$ cat src/rtl/router_reg_if.sv
`default_nettype none
// ============================================================================
// Module      : router_reg_if
// Description : Bus between router_fsm/source and the router_reg datapath
//               stage. Carries the source byte stream, FIFO full status, the
//               FSM state decodes and the status/data returned by router_reg.
//               slave  : router_reg side (decodes in, status and dout out)
//               master : driving side (decodes out, status and dout in)
// Revision    : 1.0 - initial release
// ============================================================================
interface router_reg_if #(
    parameter int WIDTH = 8
) ();
    logic             packet_valid;
    logic [WIDTH-1:0] datain;
    logic             fifo_full;
    logic             detect_add;
    logic             lfd_state;
    logic             ld_state;
    logic             laf_state;
    logic             full_state;
    logic             rst_int_reg;
    logic             parity_done;
    logic             low_packet_valid;
    logic             err;
    logic [WIDTH-1:0] dout;

    modport slave (
        input  packet_valid, datain, fifo_full,
        input  detect_add, lfd_state, ld_state, laf_state, full_state, rst_int_reg,
        output parity_done, low_packet_valid, err, dout
    );

    modport master (
        output packet_valid, datain, fifo_full,
        output detect_add, lfd_state, ld_state, laf_state, full_state, rst_int_reg,
        input  parity_done, low_packet_valid, err, dout
    );
endinterface
`default_nettype wire

$ cat src/rtl/router_reg.sv
`default_nettype none
// ============================================================================
// Module      : router_reg
// Description : Datapath register stage of the 1x3 router. Latches the header
//               byte, forwards header/payload/parity bytes to the FIFO write
//               bus, parks one byte while the FIFO is full, accumulates the
//               packet parity and flags a mismatch against the parity byte.
// Ports       : clk    - system clock, rising edge
//               resetn - asynchronous active-low reset
//               bus    - router_reg_if.slave (stream in, FSM decodes in,
//                        parity_done / low_packet_valid / err / dout out)
// Revision    : 1.0 - initial release
// ============================================================================
module router_reg #(
    parameter int         WIDTH    = 8,
    parameter logic [1:0] BAD_ADDR = 2'b11
) (
    input  wire logic   clk,
    input  wire logic   resetn,
    router_reg_if.slave bus
);

    logic [WIDTH-1:0] hdr_byte_q,   hdr_byte_d;
    logic [WIDTH-1:0] full_byte_q,  full_byte_d;
    logic [WIDTH-1:0] int_parity_q, int_parity_d;
    logic [WIDTH-1:0] pkt_parity_q, pkt_parity_d;
    logic [WIDTH-1:0] dout_q,       dout_d;
    logic             parity_done_q, parity_done_d;
    logic             low_pkt_valid_q, low_pkt_valid_d;
    logic             err_q,        err_d;

    always_comb begin
        hdr_byte_d      = hdr_byte_q;
        full_byte_d     = full_byte_q;
        int_parity_d    = int_parity_q;
        pkt_parity_d    = pkt_parity_q;
        dout_d          = dout_q;
        parity_done_d   = parity_done_q;
        low_pkt_valid_d = low_pkt_valid_q;
        err_d           = err_q;

        // A header carrying the reserved address is never latched, so the
        // previously accepted header stays in place.
        if (bus.detect_add && bus.packet_valid && (bus.datain[1:0] != BAD_ADDR)) begin
            hdr_byte_d = bus.datain;
        end

        // FIFO write data. While the FIFO is full the incoming byte is parked
        // and replayed once the FSM reaches LOAD_AFTER_FULL.
        if (bus.lfd_state) begin
            dout_d = hdr_byte_q;
        end else if (bus.ld_state && !bus.fifo_full) begin
            dout_d = bus.datain;
        end else if (bus.ld_state && bus.fifo_full) begin
            full_byte_d = bus.datain;
        end else if (bus.laf_state) begin
            dout_d = full_byte_q;
        end else if (bus.full_state) begin
            dout_d = dout_q;
        end

        if (bus.detect_add) begin
            int_parity_d  = '0;
            pkt_parity_d  = '0;
            parity_done_d = 1'b0;
            err_d         = 1'b0;
        end else begin
            // Parked bytes are counted when they arrive, not when replayed.
            if (bus.lfd_state) begin
                int_parity_d = int_parity_q ^ hdr_byte_q;
            end else if (bus.ld_state && bus.packet_valid) begin
                int_parity_d = int_parity_q ^ bus.datain;
            end

            // packet_valid low during LOAD_DATA marks the parity byte.
            if (bus.ld_state && !bus.packet_valid) begin
                pkt_parity_d = bus.datain;
            end

            // A parity byte parked behind a full FIFO completes the packet
            // only once it is replayed from LOAD_AFTER_FULL.
            if ((bus.ld_state && !bus.packet_valid && !bus.fifo_full) ||
                (bus.laf_state && low_pkt_valid_q && !parity_done_q)) begin
                parity_done_d = 1'b1;
            end

            if (parity_done_q) begin
                err_d = (int_parity_q != pkt_parity_q);
            end
        end

        // Clear wins over set.
        if (bus.rst_int_reg) begin
            low_pkt_valid_d = 1'b0;
        end else if (bus.ld_state && !bus.packet_valid) begin
            low_pkt_valid_d = 1'b1;
        end
    end

    always_ff @(posedge clk or negedge resetn) begin
        if (!resetn) begin
            hdr_byte_q      <= '0;
            full_byte_q     <= '0;
            int_parity_q    <= '0;
            pkt_parity_q    <= '0;
            dout_q          <= '0;
            parity_done_q   <= 1'b0;
            low_pkt_valid_q <= 1'b0;
            err_q           <= 1'b0;
        end else begin
            hdr_byte_q      <= hdr_byte_d;
            full_byte_q     <= full_byte_d;
            int_parity_q    <= int_parity_d;
            pkt_parity_q    <= pkt_parity_d;
            dout_q          <= dout_d;
            parity_done_q   <= parity_done_d;
            low_pkt_valid_q <= low_pkt_valid_d;
            err_q           <= err_d;
        end
    end

    assign bus.dout             = dout_q;
    assign bus.parity_done      = parity_done_q;
    assign bus.low_packet_valid = low_pkt_valid_q;
    assign bus.err              = err_q;

endmodule
`default_nettype wire

$ cat src/flat_wrapper.sv
// flat-port wrapper written by rule: the top's interface ports become plain ports
module router_reg_flat 
#(
    parameter int         WIDTH    = 8,
    parameter logic [1:0] BAD_ADDR = 2'b11
)
  (clk, resetn, bus_packet_valid, bus_datain, bus_fifo_full, bus_detect_add, bus_lfd_state, bus_ld_state, bus_laf_state, bus_full_state, bus_rst_int_reg, bus_parity_done, bus_low_packet_valid, bus_err, bus_dout);
  router_reg_if #(.WIDTH(WIDTH)) bus_i ();
  input  wire logic clk;
  input  wire logic resetn;
  input wire logic [$bits(bus_i.packet_valid)-1:0] bus_packet_valid;
  input wire logic [$bits(bus_i.datain)-1:0] bus_datain;
  input wire logic [$bits(bus_i.fifo_full)-1:0] bus_fifo_full;
  input wire logic [$bits(bus_i.detect_add)-1:0] bus_detect_add;
  input wire logic [$bits(bus_i.lfd_state)-1:0] bus_lfd_state;
  input wire logic [$bits(bus_i.ld_state)-1:0] bus_ld_state;
  input wire logic [$bits(bus_i.laf_state)-1:0] bus_laf_state;
  input wire logic [$bits(bus_i.full_state)-1:0] bus_full_state;
  input wire logic [$bits(bus_i.rst_int_reg)-1:0] bus_rst_int_reg;
  output wire logic [$bits(bus_i.parity_done)-1:0] bus_parity_done;
  output wire logic [$bits(bus_i.low_packet_valid)-1:0] bus_low_packet_valid;
  output wire logic [$bits(bus_i.err)-1:0] bus_err;
  output wire logic [$bits(bus_i.dout)-1:0] bus_dout;
  assign bus_i.packet_valid = bus_packet_valid;
  assign bus_i.datain = bus_datain;
  assign bus_i.fifo_full = bus_fifo_full;
  assign bus_i.detect_add = bus_detect_add;
  assign bus_i.lfd_state = bus_lfd_state;
  assign bus_i.ld_state = bus_ld_state;
  assign bus_i.laf_state = bus_laf_state;
  assign bus_i.full_state = bus_full_state;
  assign bus_i.rst_int_reg = bus_rst_int_reg;
  assign bus_parity_done = bus_i.parity_done;
  assign bus_low_packet_valid = bus_i.low_packet_valid;
  assign bus_err = bus_i.err;
  assign bus_dout = bus_i.dout;
  router_reg #(.WIDTH(WIDTH), .BAD_ADDR(BAD_ADDR)) u_core (.clk(clk), .resetn(resetn), .bus(bus_i));
endmodule
$ cat config.mk
export PLATFORM = sky130hd
export DESIGN_NAME = router_reg_flat
export DESIGN_NICKNAME = d
export VERILOG_FILES = /design/src/rtl/router_reg_if.sv /design/src/rtl/router_reg.sv /design/src/flat_wrapper.sv
export SDC_FILE = /design/constraint.sdc
export NUM_CORES = 1
export LEC_CHECK = 0
export CORE_MARGIN = 2
export CORE_UTILIZATION = 55
export CTS_CLUSTER_DIAMETER = 150
export DETAILED_ROUTE_END_ITERATION = 16
export PLACE_DENSITY = 0.86
export SETUP_SLACK_MARGIN = 0.5
export SYNTH_ARGS = -nofsm -noshare
export SYNTH_HDL_FRONTEND = slang
export SYNTH_SLANG_ARGS = --single-unit
$ cat constraint.sdc
create_clock -name clk -period 1.4 [get_ports clk]
set_input_delay 0.28 -clock clk [delete_from_list [all_inputs] [get_ports clk]]
set_output_delay 0.28 -clock clk [all_outputs]
set_load 0.005 [all_outputs]
======== Word level (Yosys, flattened, before mapping) ========
Index checks and enable logic that the tools add are counted.
Widths: inputs -> output; s select.
word-level totals
  memories kept ........................... 0
  latch bits .............................. 0
  word-level logic and storage cells ...... 51
  input bits .............................. 18
  bits in writable memories ............... 0
  bits in read-only memories .............. 0
  flip-flop bits (word level) ............. 43
  output and inout bits ................... 11
operators by class
  multipliers ............................. 0
  shift-type cells ........................ 0
  bitwise operators ....................... 4
  reduce and logical (&&, ||, !) cells .... 21
  $add $sub $neg .......................... 0
  multiplexer cells ....................... 15
  div/mod/pow operators ................... 0
  eq/ne operators ......................... 3
  $lt $le $gt $ge ......................... 0
operators by type and width
  kind                number
  $mux 8              9
  $xor 8x8->8         2
  $logic_and 1x1->1   9
  $ne 8x8->1          1
  $reduce_bool 2->1   4
  $mux 1              6
  $reduce_bool 3->1   2
  $logic_not 1->1     3
  $ne 3x2->1 const B  1
  $reduce_and 3->1    1
  $ne 2x2->1 const B  1
  $not 1->1           2
  $reduce_and 2->1    1
  $logic_or 1x1->1    1

======== Longest topological paths before layout ========
  depth after elaboration ................. 6
  depth in mapped cells ................... 5

======== Worst setup path after synthesis ========
Ideal clock, no wire load.
  path type ............................... input -> register
  from .................................... input port bus_detect_add
  to ...................................... register u_core.hdr_byte_q[2]
  slack ................................... 0.276 ns
  library setup time ...................... 0.125 ns
  arrival time ............................ 0.999 ns
  stages .................................. 4
  path buffers ............................ 1
  cells stage by stage .................... buf_6 nand2_2 a21o_4 mux2_4
between the ends
  word-level cells in the longest chain between the ends .. 2
ends and longest elaborated chain
  what                            RTL line            RTL
  start, declared                 flat_wrapper.sv:14  input wire logic [$bits(bus_i.detect_add)-1:0] bus_detect_add;
  $logic_and 1x1->1 (2 in a row)  router_reg.sv:44    if (bus.detect_add && bus.packet_valid && (bus.datain[1:0] != BAD_ADDR)) begin
  end signal, assigned            router_reg.sv:111   hdr_byte_q <= hdr_byte_d;
  end, declared                   router_reg.sv:23    logic [WIDTH-1:0] hdr_byte_q, hdr_byte_d;
No other way between the ends.
A chain may end at the register's enable or synchronous reset.

======== Final worst setup path ========
  from .................................... register u_core.dout_q[1] (netlist: u_core.bus.dout[1])
  to ...................................... output port bus_dout[1]
RTL lines
  what                    RTL line            RTL
  start, declared         router_reg.sv:27    logic [WIDTH-1:0] dout_q, dout_d;
  start signal, assigned  router_reg.sv:115   dout_q <= dout_d;
  end, declared           flat_wrapper.sv:23  output wire logic [$bits(bus_i.dout)-1:0] bus_dout;
No word-level cell between the ends.

==> run_results.csv <==
group,metric,value,unit
outcome,status,"finished, final reports clean",
sta,maxSlewViolCount,0,
detailed_routing,wire_per_inst,21.6,µm
min_path,min_path_type,"in -> reg",
floorplanning,dieWidth,68.8,µm
critical_path,cpMaxStageDelayCell,"dfrtp_1",
sta,fmax,884,MHz
power,p_clk_share,27.1,%
sta,finalHoldViolCount,0,
detailed_routing,wirelength,7280,µm
power,ir_drop,0.000960,V
critical_path,ff2ff_setup_slack,0.29,ns
floorplanning,die_area,0.00473,mm²
detailed_routing,drcViolationCount,0,
place,port_buffers,27,
critical_path,rr_worst_depth,3,
critical_path,worst-endpoint-required,1.12,ns
floorplanning,coreArea,0.00403,mm²
floorplanning,dieHeight,68.8,µm
global_route,grt_usage,29.9,%
critical_path,critPathBufInv,1,
synthesis,syn_nets,226,
finish,drive_gt1_share,47.0,%
global_route,grt_pass1_vias,2015,
synthesis,synth_flop_cell,"dfrtp_1",
place,place_area,0.00283,mm²
synthesis,synth_top_area_cell,"dfrtp_1",
synthesis,syn_area,0.00231,mm²
clock_tree,cts-root-buf,"clkbuf_8",
place,dp_hpwl,3820,µm
synthesis,yosysMostFrequentCell,"dfrtp_1",
global_route,grt-ovfl-total,0,
critical_path,critPathTopFamily,"flip-flops",
critical_path,crit_path_end_kind,"output port",
detailed_routing,via_per_inst,6.15,
clock_tree,cts_tree,"yes",
finish,fin_nets,305,
finish,final_area,0.00329,mm²
sta,max_slew_margin,76.3,%
global_route,antenna_found_initial,0,
synthesis,syn_inst,208,
floorplanning,initial_core_util,57.3,%
synthesis,yosysUniqueCellTypes,30,
synthesis,ys_async_sr_fraction,100,%
clock_tree,clock_path_buffers,2,
synthesis,synth_top_area_share,46.6,%
global_route,grt_max_degree,44,
finish,area_growth,42.4,%
detailed_routing,drtAntennaViolNets,0,
critical_path,worstPathCellList,"buf_2",
critical_path,cp_max_fo,2,
clock_tree,cts_sinks,43,
sta,finalSetupTns,0,ns
synthesis,yosys-top-cells-area,"dfrtp_1 (47%), and3b_1 (6.1%), nand2_1 (4.1%), mux2_1 (3.9%), mux2_4 (3.9%)",
sta,skew,0.0109,ns
critical_path,arrival,0.85,ns
power,pwr-share-seq,44.4,%
power,p_sw,1.01,mW
place,place_congestion,0.867,
run,drv_cap,0,
power,leakagePower,1.54,nW
critical_path,critPathKind,"reg -> out",
sta,period_share,80.8,%
power,sw_frac_of_total,28.8,%
clock_tree,cts_buffers,5,
critical_path,max_stage_delay,0.41,ns
sta,post-route-min-period,1.13,ns
clock_tree,ctsHtreeMaxLevel,2,
synthesis,yosys_warnings,0,
synthesis,synth_common_cells,"dfrtp_1 (43), nand2_1 (25), and3b_1 (16)",
power,p_comb_share,28.5,%
sta,rsz0062_at_grt,"yes",
synthesis,synth_edf_count,0,
clock_tree,clk_latency,0.31,ns
min_path,min_delay_path_depth,4,
global_route,grt_pass1_wl,10100,µm
critical_path,path_depth,1,
synthesis,synth-seq-area-share,46.6,%
floorplanning,io_pins,29,
synthesis,syn_area_per_cell,11.1,µm²
finish,antennaDiodeCount,0,
finish,final_util,81.6,%
sta,finalSetupViolCount,0,
sta,worst_slew_pin_slew,0.352,ns
power,p_per_area,1070,mW/mm²
detailed_routing,dr.pass1.iters,4,
clock_tree,clkSlewWorstSetupHoldPaths,0.08,ns
synthesis,synth-seq-cells,43,
detailed_routing,vias,2074,
power,p_int,2.50,mW
critical_path,cp-start-kind,"flop",
floorplanning,placementRows,23,
detailed_routing,drtIter0Drc,212,
## state kept, by name, summed over array words and instances (netlist names)
signal	flops
u_core.pkt_parity_q	8
u_core.bus.err	1
u_core.bus.low_packet_valid	1
u_core.hdr_byte_q	8
u_core.bus.parity_done	1
u_core.full_byte_q	8
u_core.bus.dout	8
u_core.int_parity_q	8
## per-layer routing
| layer | up-vias | track usage [%] | share of wire [%] |
|---|---|---|---|
| li1 | 907 | - | - |
| met1 | 1030 | 36.6 | 37 |
| met2 | 107 | 50.8 | 51 |
| met3 | 30 | 6.66 | 6.6 |
| met4 | 0 | 12.7 | 4.9 |
| met5 | - | 0 | 0 |
## cells in the final DEF, fill, tap and decap left out, drive strengths merged, types with 4 or more instances in the layout
cell	Yosys	final
buf	14	77
a211oi	8	8
mux2	14	14
o31ai	8	8
nand2	26	26
dfrtp	43	43
nor3	9	9
nor2	7	7
and3b	16	16
o2bb2ai	8	8
nor2b	3	4
nand4b	8	8
a21boi	8	8
xnor2	8	8
dlygate4sd2	0	5
clkbuf	1	6
a21oi	9	9
nand2b	10	10
## what timing repair did
item	CTS	global route
setup endpoints to repair	54	39
setup buffers	16	10
pin swaps	8	19
resized for setup	106	28
endpoints found under the hold margin	43	0
hold buffers	1	0
cloned	2	1
## cells by family (layout without fill, tap and decap cells)
kind of cell / count (synthesis) / count (layout) / share of synthesized area (%)
AO/OA/AOI/OAI: 46 / 46 / 14.9
XOR/XNOR: 8 / 8 / 3.03
buffers and inverters: 15 / 93 / 4.06
flip-flops: 43 / 43 / 46.6
multiplexers: 14 / 14 / 7.80
AND/OR/NAND/NOR: 82 / 83 / 23.6
## per-stage QoR
step	total power [mW]	std cells	setup slack, ns	hold WS, ns
finish	3.51	337	0.268	0.392
global route	3.66	337	0.200	0.391
CTS	3.31	326	0.288	0.395
detailed placement	2.33	300	-0.435	0.273
global placement	2.30	300	-0.353	0.271
floorplan	2.00	208	0.326	-0.0156
## worst paths after layout
kind                                               startpoint                                 end
max                            u_core.bus.dout[1]$_DFFE_PN0P_                         bus_dout[1]
min                                             bus_datain[0]  u_core.pkt_parity_q[0]$_DFFE_PN0P_
max reg2reg                u_core.pkt_parity_q[4]$_DFFE_PN0P_          u_core.bus.err$_DFFE_PN0P_
min reg2reg                    u_core.bus.dout[6]$_DFFE_PN0P_      u_core.bus.dout[6]$_DFFE_PN0P_
max in group asynchronous                              resetn  u_core.int_parity_q[1]$_DFFE_PN0P_
min in group asynchronous                              resetn   u_core.full_byte_q[3]$_DFFE_PN0P_
## power groups by stage
stage | clock, mW | combinational (mW) | sequential (mW)
floorplan | 0 | 0.480 | 1.52
global placement | 0 | 0.749 | 1.55
detailed placement | 0 | 0.775 | 1.56
CTS | 0.945 | 0.832 | 1.53
global route | 1.02 | 1.06 | 1.57
finish | 0.952 | 0.999 | 1.56
## final cells by class
type,count,area [µm²]
sequential,43,1080
tap,50,62.6
clock buffer,6,72.6
clock inverter,1,30.0
fill,220,741
multi-input combinational,151,1350
timing repair buffer,86,694
Power figures use the tool's default switching activity.
